## config.mk

```make
export PLATFORM = sky130hd
export DESIGN_NAME = arb4_rr
export DESIGN_NICKNAME = d
export VERILOG_FILES = /design/src/rtl/arb4_pkg.sv /design/src/rtl/rr_pick4.sv /design/src/rtl/arb4_rr.sv
export SDC_FILE = /design/constraint.sdc
export NUM_CORES = 1
export LEC_CHECK = 0
export CAP_MARGIN = 20
export CORE_MARGIN = 3
export CORE_UTILIZATION = 30
export DETAILED_ROUTE_END_ITERATION = 10
export GPL_TIMING_DRIVEN = 0
export PLACE_DENSITY_LB_ADDON = 0.25
export SLEW_MARGIN = 5
export SYNTH_ARGS = -nofsm -noshare
export SYNTH_HDL_FRONTEND = slang
export SYNTH_SLANG_ARGS = --single-unit
```

## constraint.sdc

```tcl
create_clock -name CK -period 7.57 [get_ports CK]
set_input_delay 1.1355 -clock CK [delete_from_list [all_inputs] [get_ports CK]]
set_output_delay 1.1355 -clock CK [all_outputs]
set_load 0.01 [all_outputs]
```

## src/rtl/arb4_pkg.sv

```systemverilog
// Shared constants and FSM state type for the 4-way round-robin arbiter.
package arb4_pkg;

    localparam int NREQ = 4;
    localparam int IDXW = $clog2(NREQ);
    localparam int CNTW = 8;

    typedef enum logic {
        IDLE  = 1'b0,
        GRANT = 1'b1
    } state_t;

endpackage

```

## src/rtl/rr_pick4.sv

```systemverilog
// Combinational round-robin picker: first set request searching upward from PTR+1 (mod 4).
module rr_pick4
    import arb4_pkg::*;
(
    input  logic [NREQ-1:0] REQ,
    input  logic [IDXW-1:0] PTR,
    output logic [NREQ-1:0] ONEHOT,
    output logic [IDXW-1:0] IDX,
    output logic            VALID
);

    logic [IDXW-1:0] cand;

    always_comb begin
        ONEHOT = '0;
        IDX    = '0;
        VALID  = 1'b0;
        cand   = '0;
        for (int unsigned i = 0; i < NREQ; i++) begin
            // index wraps naturally in IDXW bits
            cand = IDXW'(32'(PTR) + i + 32'd1);
            if (!VALID && REQ[cand]) begin
                VALID        = 1'b1;
                IDX          = cand;
                ONEHOT[cand] = 1'b1;
            end
        end
    end

endmodule

```

## src/rtl/arb4_rr.sv

```systemverilog
// 4-requester round-robin arbiter with registered one-hot grant.
// Optional forced release after HOLD_MAX grant cycles when ARB4_TIMEOUT_EN is defined.
module arb4_rr
    import arb4_pkg::*;
#(
    parameter int HOLD_MAX = 15
) (
    input  logic            CK,
    input  logic            CDN,
    input  logic [NREQ-1:0] REQ,
    input  logic            DONE,
    output logic [NREQ-1:0] GNT,
    output logic [IDXW-1:0] GID,
    output logic            BUSY,
    output logic            TOUT
);

    state_t          state;
    logic [IDXW-1:0] ptr;
    logic [NREQ-1:0] pick_oh;
    logic [IDXW-1:0] pick_idx;
    logic            pick_valid;
    logic            rel;

    rr_pick4 u_pick (
        .REQ    (REQ),
        .PTR    (ptr),
        .ONEHOT (pick_oh),
        .IDX    (pick_idx),
        .VALID  (pick_valid)
    );

    assign rel = DONE || !REQ[GID];

`ifdef ARB4_TIMEOUT_EN
    localparam logic [CNTW-1:0] HOLD_LAST = CNTW'(HOLD_MAX - 1);
    logic [CNTW-1:0] cnt;
    logic            expire;

    assign expire = (cnt == HOLD_LAST);
`else
    assign TOUT = 1'b0;
`endif

    always_ff @(posedge CK or negedge CDN) begin
        if (!CDN) begin
            state <= IDLE;
            GNT   <= '0;
            GID   <= '0;
            BUSY  <= 1'b0;
            ptr   <= '1;
`ifdef ARB4_TIMEOUT_EN
            cnt   <= '0;
            TOUT  <= 1'b0;
`endif
        end else begin
`ifdef ARB4_TIMEOUT_EN
            TOUT <= 1'b0;
`endif
            case (state)
                IDLE: begin
                    if (pick_valid) begin
                        GNT   <= pick_oh;
                        GID   <= pick_idx;
                        BUSY  <= 1'b1;
                        state <= GRANT;
`ifdef ARB4_TIMEOUT_EN
                        cnt   <= '0;
`endif
                    end
                end
                GRANT: begin
                    if (rel) begin
                        GNT   <= '0;
                        BUSY  <= 1'b0;
                        ptr   <= GID;
                        state <= IDLE;
                    end
`ifdef ARB4_TIMEOUT_EN
                    // a normal release on the same edge takes precedence, so no TOUT then
                    else if (expire) begin
                        GNT   <= '0;
                        BUSY  <= 1'b0;
                        ptr   <= GID;
                        state <= IDLE;
                        TOUT  <= 1'b1;
                    end else begin
                        cnt <= cnt + 1'b1;
                    end
`endif
                end
                default: state <= IDLE;
            endcase
        end
    end

endmodule

```

# Word level (Yosys, flattened, before mapping)
# Index checks and enable logic that the tools add are counted.
[word_totals]
ff_bits = 10
in_bits = 7
output_inout_bits = 8
wordCells = 80
[op_classes]
add_sub_neg = 6
order_cmp = 9
eq_ne = 2
mux = 39
bitwise_logic = 4
reduce_logical = 15
[ops]
columns = ["operator", "n"]
rows = [
  ["$mux W4", 6],
  ["$mux W1", 17],
  ["$lt A2 B3 Y1 const B", 5],
  ["$or A4 B4 Y4", 3],
  ["$bmux W1 S2", 5],
  ["$add A2 B1 Y2 const B", 4],
  ["$demux W1 S2", 4],
  ["$ge A2 B1 Y1 const B", 4],
  ["$mux W2", 4],
  ["$pmux W4 S2", 1],
  ["$logic_and A1 B1 Y1", 7],
  ["$reduce_and A2 Y1", 3],
  ["$add A2 B2 Y2 const B", 2],
  ["$logic_not A1 Y1", 4],
  ["$pmux W1 S2", 2],
  ["$ne A2 B1 Y1 const B", 1],
  ["$ne A2 B2 Y1 const B", 1],
  ["$logic_or A1 B1 Y1", 1],
  ["$not A1 Y1", 1],
]

# Logic depth before layout (Yosys ltp)
[logic_depth]
ltp_word = 15
mapped_depth = 11
depth_no_buf = 7

# Hierarchy
# A second synthesis with hierarchy kept.
[hier_totals]
cells_unflattened = 108
hier_area_um2 = 988.4
[modules_own_cells]
columns = ["module", "n_inst", "cells_each", "area_each_um2", "seq_area_each_um2"]
rows = [
  ["rr_pick4", 1, 65, 526.8, 0.0],
  ["arb4_rr", 1, 43, 461.7, 252.7],
]

# Worst setup path after synthesis
# Ideal clock, no wire load.
[synth_timing]
kind = "flip-flop to flip-flop"
from = "register ptr[0]"
to = "register GID[0]"
setup_time_ns = 0.092
t_arrival_ns = 2.418
required_ns = 7.478
slack_ns = 5.060
path_stages_with_launch = 12
path_buffers = 4
period_less_slack_ns = 2.510
cell_sequence = "dfstp_2 > buf_6 > buf_4 > inv_1 > ha_1 > or2_2 > clkbuf_1 > nand3_1 > a21oi_2 > or2_2 > buf_2 > o31ai_2"
[synth_via]
elab_chain_len = 14
elab_cells_between_ends = 29
classes_between = "add/sub (6); mux (16); reduce/logical (7)"
[synth_rtl]
columns = ["item", "line", "text"]
rows = [
  ["from (decl)", "arb4_rr.sv:19", "logic [IDXW-1:0] ptr;"],
  ["from (signal assigned)", "arb4_rr.sv:51", "ptr <= '1;"],
  ["from (signal assigned)", "arb4_rr.sv:76", "ptr <= GID;"],
  ["branches (longest 14 deep; another with $add A2 B1 Y2)", "--", ""],
  ["to (signal assigned)", "arb4_rr.sv:64", "GID <= pick_idx;"],
  ["to (decl)", "arb4_rr.sv:13", "output logic [IDXW-1:0] GID,"],
]
# Several ways; the timed one is not identified. The select of a mux whose other input is x is not followed.
# A chain may end at the register's enable or synchronous reset.

# Worst setup path in the final report
[layout_timing]
from = "register ptr[0]"
to = "register GID[1]"
# Same word-level chain as after synthesis.

==> impl_metrics.csv <==
group,metric,value,unit
timing,max_slew_margin,61.0,%
setup_path,critPathTopFamily,"buffers and inverters",
drt,final_routed_wire_length_divided_by_cell_count,13.4,microns
cells_and_area,nFillCells,326,
pwr,pwr-share-seq,20.7,%
run_status,status,"complete, no violations",
clock_tree,postCtsResizedCells,0,
place,placement.cell_area,0.00117,sq mm
floorplanning,io-pin-count,15,
synthesis,yosys.cell_types.count,43,
floorplanning,fp.dieW,63.6,microns
cells_and_area,finish.instance_area,0.00121,sq mm
floorplanning,fp.coreArea,0.00310,sq mm
drt,drt_iter0_drc,34,
global_routing,grt_pass1_wl,3910,microns
pwr,vdd_ir_drop_max,0.173,mV
cells_and_area,synthToLayoutAreaGrowth,21.2,%
synthesis,synth.yosys.warnings,0,
synthesis,postSynthRegisterBits,10,
synthesis,netlist.area_leader.share,20.1,%
synthesis,seq_area_frac_synth,25.4,%
setup_path,worst_setup_path_start_kind,"flip-flop",
pwr,intPower,277,uW
setup_path,crit_type,"flip-flop to flip-flop",
clock_tree,clock_tree.htree_level_count,1,
synthesis,synth_cells,110,
setup_path,ff2ff_path_depth,10,
place,place.gp.congestion,0.835,
floorplanning,core.rowCount,20,
worst_hold_path,worst_hold_startpoint,"BUSY$_DFFE_PN0P_",
timing,clock_skew,0.00815,ns
clock_tree,cts_inserted_buffers,3,
pwr,finalPower,519,uW
setup_path,critical_path_buf_inv_count,4,
drt,antenna_violating_nets_post_route,0,
timing,finalSetupViolCount,0,
synthesis,mappedNetlistArea,996,sq um
timing,final_min_period_over_clock_period,39.2,%
cells_and_area,final_cell_mix,"clkdlybuf4s50_1, inv_1, dfrtp_1, ha_1",
floorplanning,dieHeight,63.6,microns
cells_and_area,num-nets-final,142,
clock_tree,tritoncts,"done",
clock_tree,clk_latency,0.26,ns
drt,drt_pass_1_iters,4,
setup_path,arrival_time_at_the_worst_endpoint,3.10,ns
timing,max_clock_freq,0.337,GHz
global_routing,grt_pass1_vias,829,
synthesis,synth_top_cells_by_area,"dfrtp_1, ha_1, dfstp_2",
timing,final.setup.tns,0,ns
timing,slew_viol_final,0,
cells_and_area,layout_commonest_cell,"clkdlybuf4s50_1",
clock_tree,clk_root_buffer_cell,"clkbuf_4",
pwr,power_density,430,mW/mm^2
drt,detailroute.via_count,888,
cells_and_area,insertedDiodeCount,0,
setup_path,crit_path_cell_trace,"buf_6, buf_4, inv_1, ha_1, or2_2, clkbuf_1, mux2i_1, nor3_1, a2111oi_0, o2bb2ai_1",
cells_and_area,drive_above_1_share,23.0,%
drt,routed_wirelength,2270,microns
global_routing,groute.usage.overall,11.8,%
pwr,clkPwrFrac,9.2,%
global_routing,grt_start_max_net_pins,12,
setup_path,crit_path_end_kind,"flip-flop",
clock_tree,post-cts-setup-buffers,0,
timing,final-hold-violation-count,0,
global_routing,gr-total-overflow,0,
global_routing,grt_antenna_before_repair,0,
worst_hold_path,hold_path_cell_cnt,2,
worst_hold_path,timing.hold.worst_endpoint,"BUSY$_DFFE_PN0P_",
run,timing.max_cap.violations,0,
pwr,leakage,0.000496,uW
clock_tree,cts_hold_buf,0,
place,port_buffers,12,
setup_path,worstPathRequired,7.70,ns
clock_tree,cts.reportedPaths.clkPinSlew,0.07,ns
setup_path,worst_path_max_delay_cell,"dfstp_2",
clock_tree,clockBufferDepth,2,
pwr,switching_share_of_total_power,46.7,%
setup_path,worst-path-max-fanout,10,
drt,detailed_route_vias_per_instance,5.22,
cells_and_area,final_util,38.9,%
timing,rsz0062_at_grt,"false",
setup_path,r2r_end,"GID[1]$_DFFE_PN0P_",
floorplanning,initial_core_util,32.1,%
pwr,power_frac_comb,70.1,%
setup_path,worst_r2r_startpoint,"ptr[0]$_DFFE_PN1P_",
timing,period_needed,2.96,ns
synthesis,synthesis.area_per_instance,9.05,sq um
clock_tree,tritoncts_num_sinks,10,
timing,timing_worst_slew_pin_value,0.581,ns
pwr,power.switching,242,uW
place,hpwl,1810,microns
synthesis,synth_top_cell_by_area,"dfrtp_1",
synthesis,syn-num-nets,125,
setup_path,slowest_stage_delay_on_critical_path,0.59,ns
setup_path,rrSetupSlack,4.61,ns
drt,drc_errors,0,
worst_hold_path,hold_path_class,"flip-flop to flip-flop",
floorplanning,floorplan.die_area,0.00405,sq mm
==> worst register-to-register path, cell delays in order, from the launching register on <==
cell       delay [ns]
dfstp_2          0.59
buf_6            0.15
buf_4            0.16
inv_1            0.14
ha_1             0.28
or2_2            0.28
clkbuf_1         0.18
mux2i_1          0.32
nor3_1           0.16
a2111oi_0        0.46
o2bb2ai_1        0.11
==> power by group through the flow <==
stage / registers, uW / clock network (uW) / logic, uW
2_1_floorplan: 109 / 0 / 263
3_3_place_gp: 108 / 0 / 357
3_5_place_dp: 108 / 0 / 361
4_1_cts: 108 / 49.1 / 363
5_1_grt: 112 / 53.6 / 402
6_report: 107 / 47.9 / 364
==> worst max-delay path by stage <==
| stage | start | end | slack (ns) | depth (start not counted) |
|---|---|---|---|---|
| floorplan | ptr[0]$_DFFE_PN1P_ | GID[0]$_DFFE_PN0P_ | 5.06 | 11 |
| global placement | REQ[3] | GID[1]$_DFFE_PN0P_ | 4.35 | 7 |
| detailed placement | REQ[3] | GID[1]$_DFFE_PN0P_ | 4.33 | 7 |
| CTS | REQ[3] | GNT[0]$_DFFE_PN0P_ | 4.63 | 8 |
| global route | ptr[0]$_DFFE_PN1P_ | GID[1]$_DFFE_PN0P_ | 4.40 | 10 |
| finish | ptr[0]$_DFFE_PN1P_ | GID[1]$_DFFE_PN0P_ | 4.61 | 10 |
==> routing by layer <==
layer / part of all wire, % / GRT usage (%) / wire, microns
met5: 0 / 0 / 0
met4: 0 / 1.62 / 0
met3: 3.7 / 2.67 / 84
met2: 46 / 18.6 / 1030
met1: 51 / 16.7 / 1150
==> kinds of logic after synthesis <==
kind of cell / share of synthesized area (%)
DFF: 25.4
muxes: 12.7
buffers and inverters: 8.42
other: 0.377
adders and majority gates: 10.1
AOI/OAI and AO/OA: 29.5
and+or+nand+nor: 13.6
==> synth_stat cells, drive strengths merged <==
master	instances
a21boi	1
or2	3
or4	1
nand4	1
and3	1
o2bb2ai	1
nand2	6
a221oi	3
a21oi	6
o31ai	2
dfrtp	8
a2111oi	1
nor3	3
buf	6
inv	9
a211oi	2
nand3	1
o21ai	11
o32a	1
mux2	3
or3	1
o32ai	2
dfstp	2
nor2	7
o221a	2
mux4	2
a2bb2oi	2
o211ai	4
clkbuf	2
mux2i	4
ha	8
and3b	2
o22ai	1
conb	1
==> through the flow <==
step                instances  hold slack, ns  worst slack, ns
finish                    170           0.497             4.61
CTS                       170           0.493             4.63
global placement          166           0.465             4.35
global route              170           0.554             4.40
detailed placement        166           0.477             4.33
floorplan                 110           0.514             5.06
==> final cells by class <==
type | instances | area (sq um) | share of cell area [%]
multi-input cells | 83 | 659 | 54.6
flip-flops and latches | 10 | 253 | 20.9
repair buffers | 12 | 120 | 9.95
well taps | 44 | 55.1 | 4.56
plain buffers | 8 | 50.0 | 4.15
clock buffers | 4 | 36.3 | 3.01
inverters | 9 | 33.8 | 2.80
==> registers in the layout, indices dropped and copies added (netlist names) <==
signal / cells
BUSY: 1
state: 1
ptr: 2
GID: 2
GNT: 4
Power figures use the tool's default switching activity.
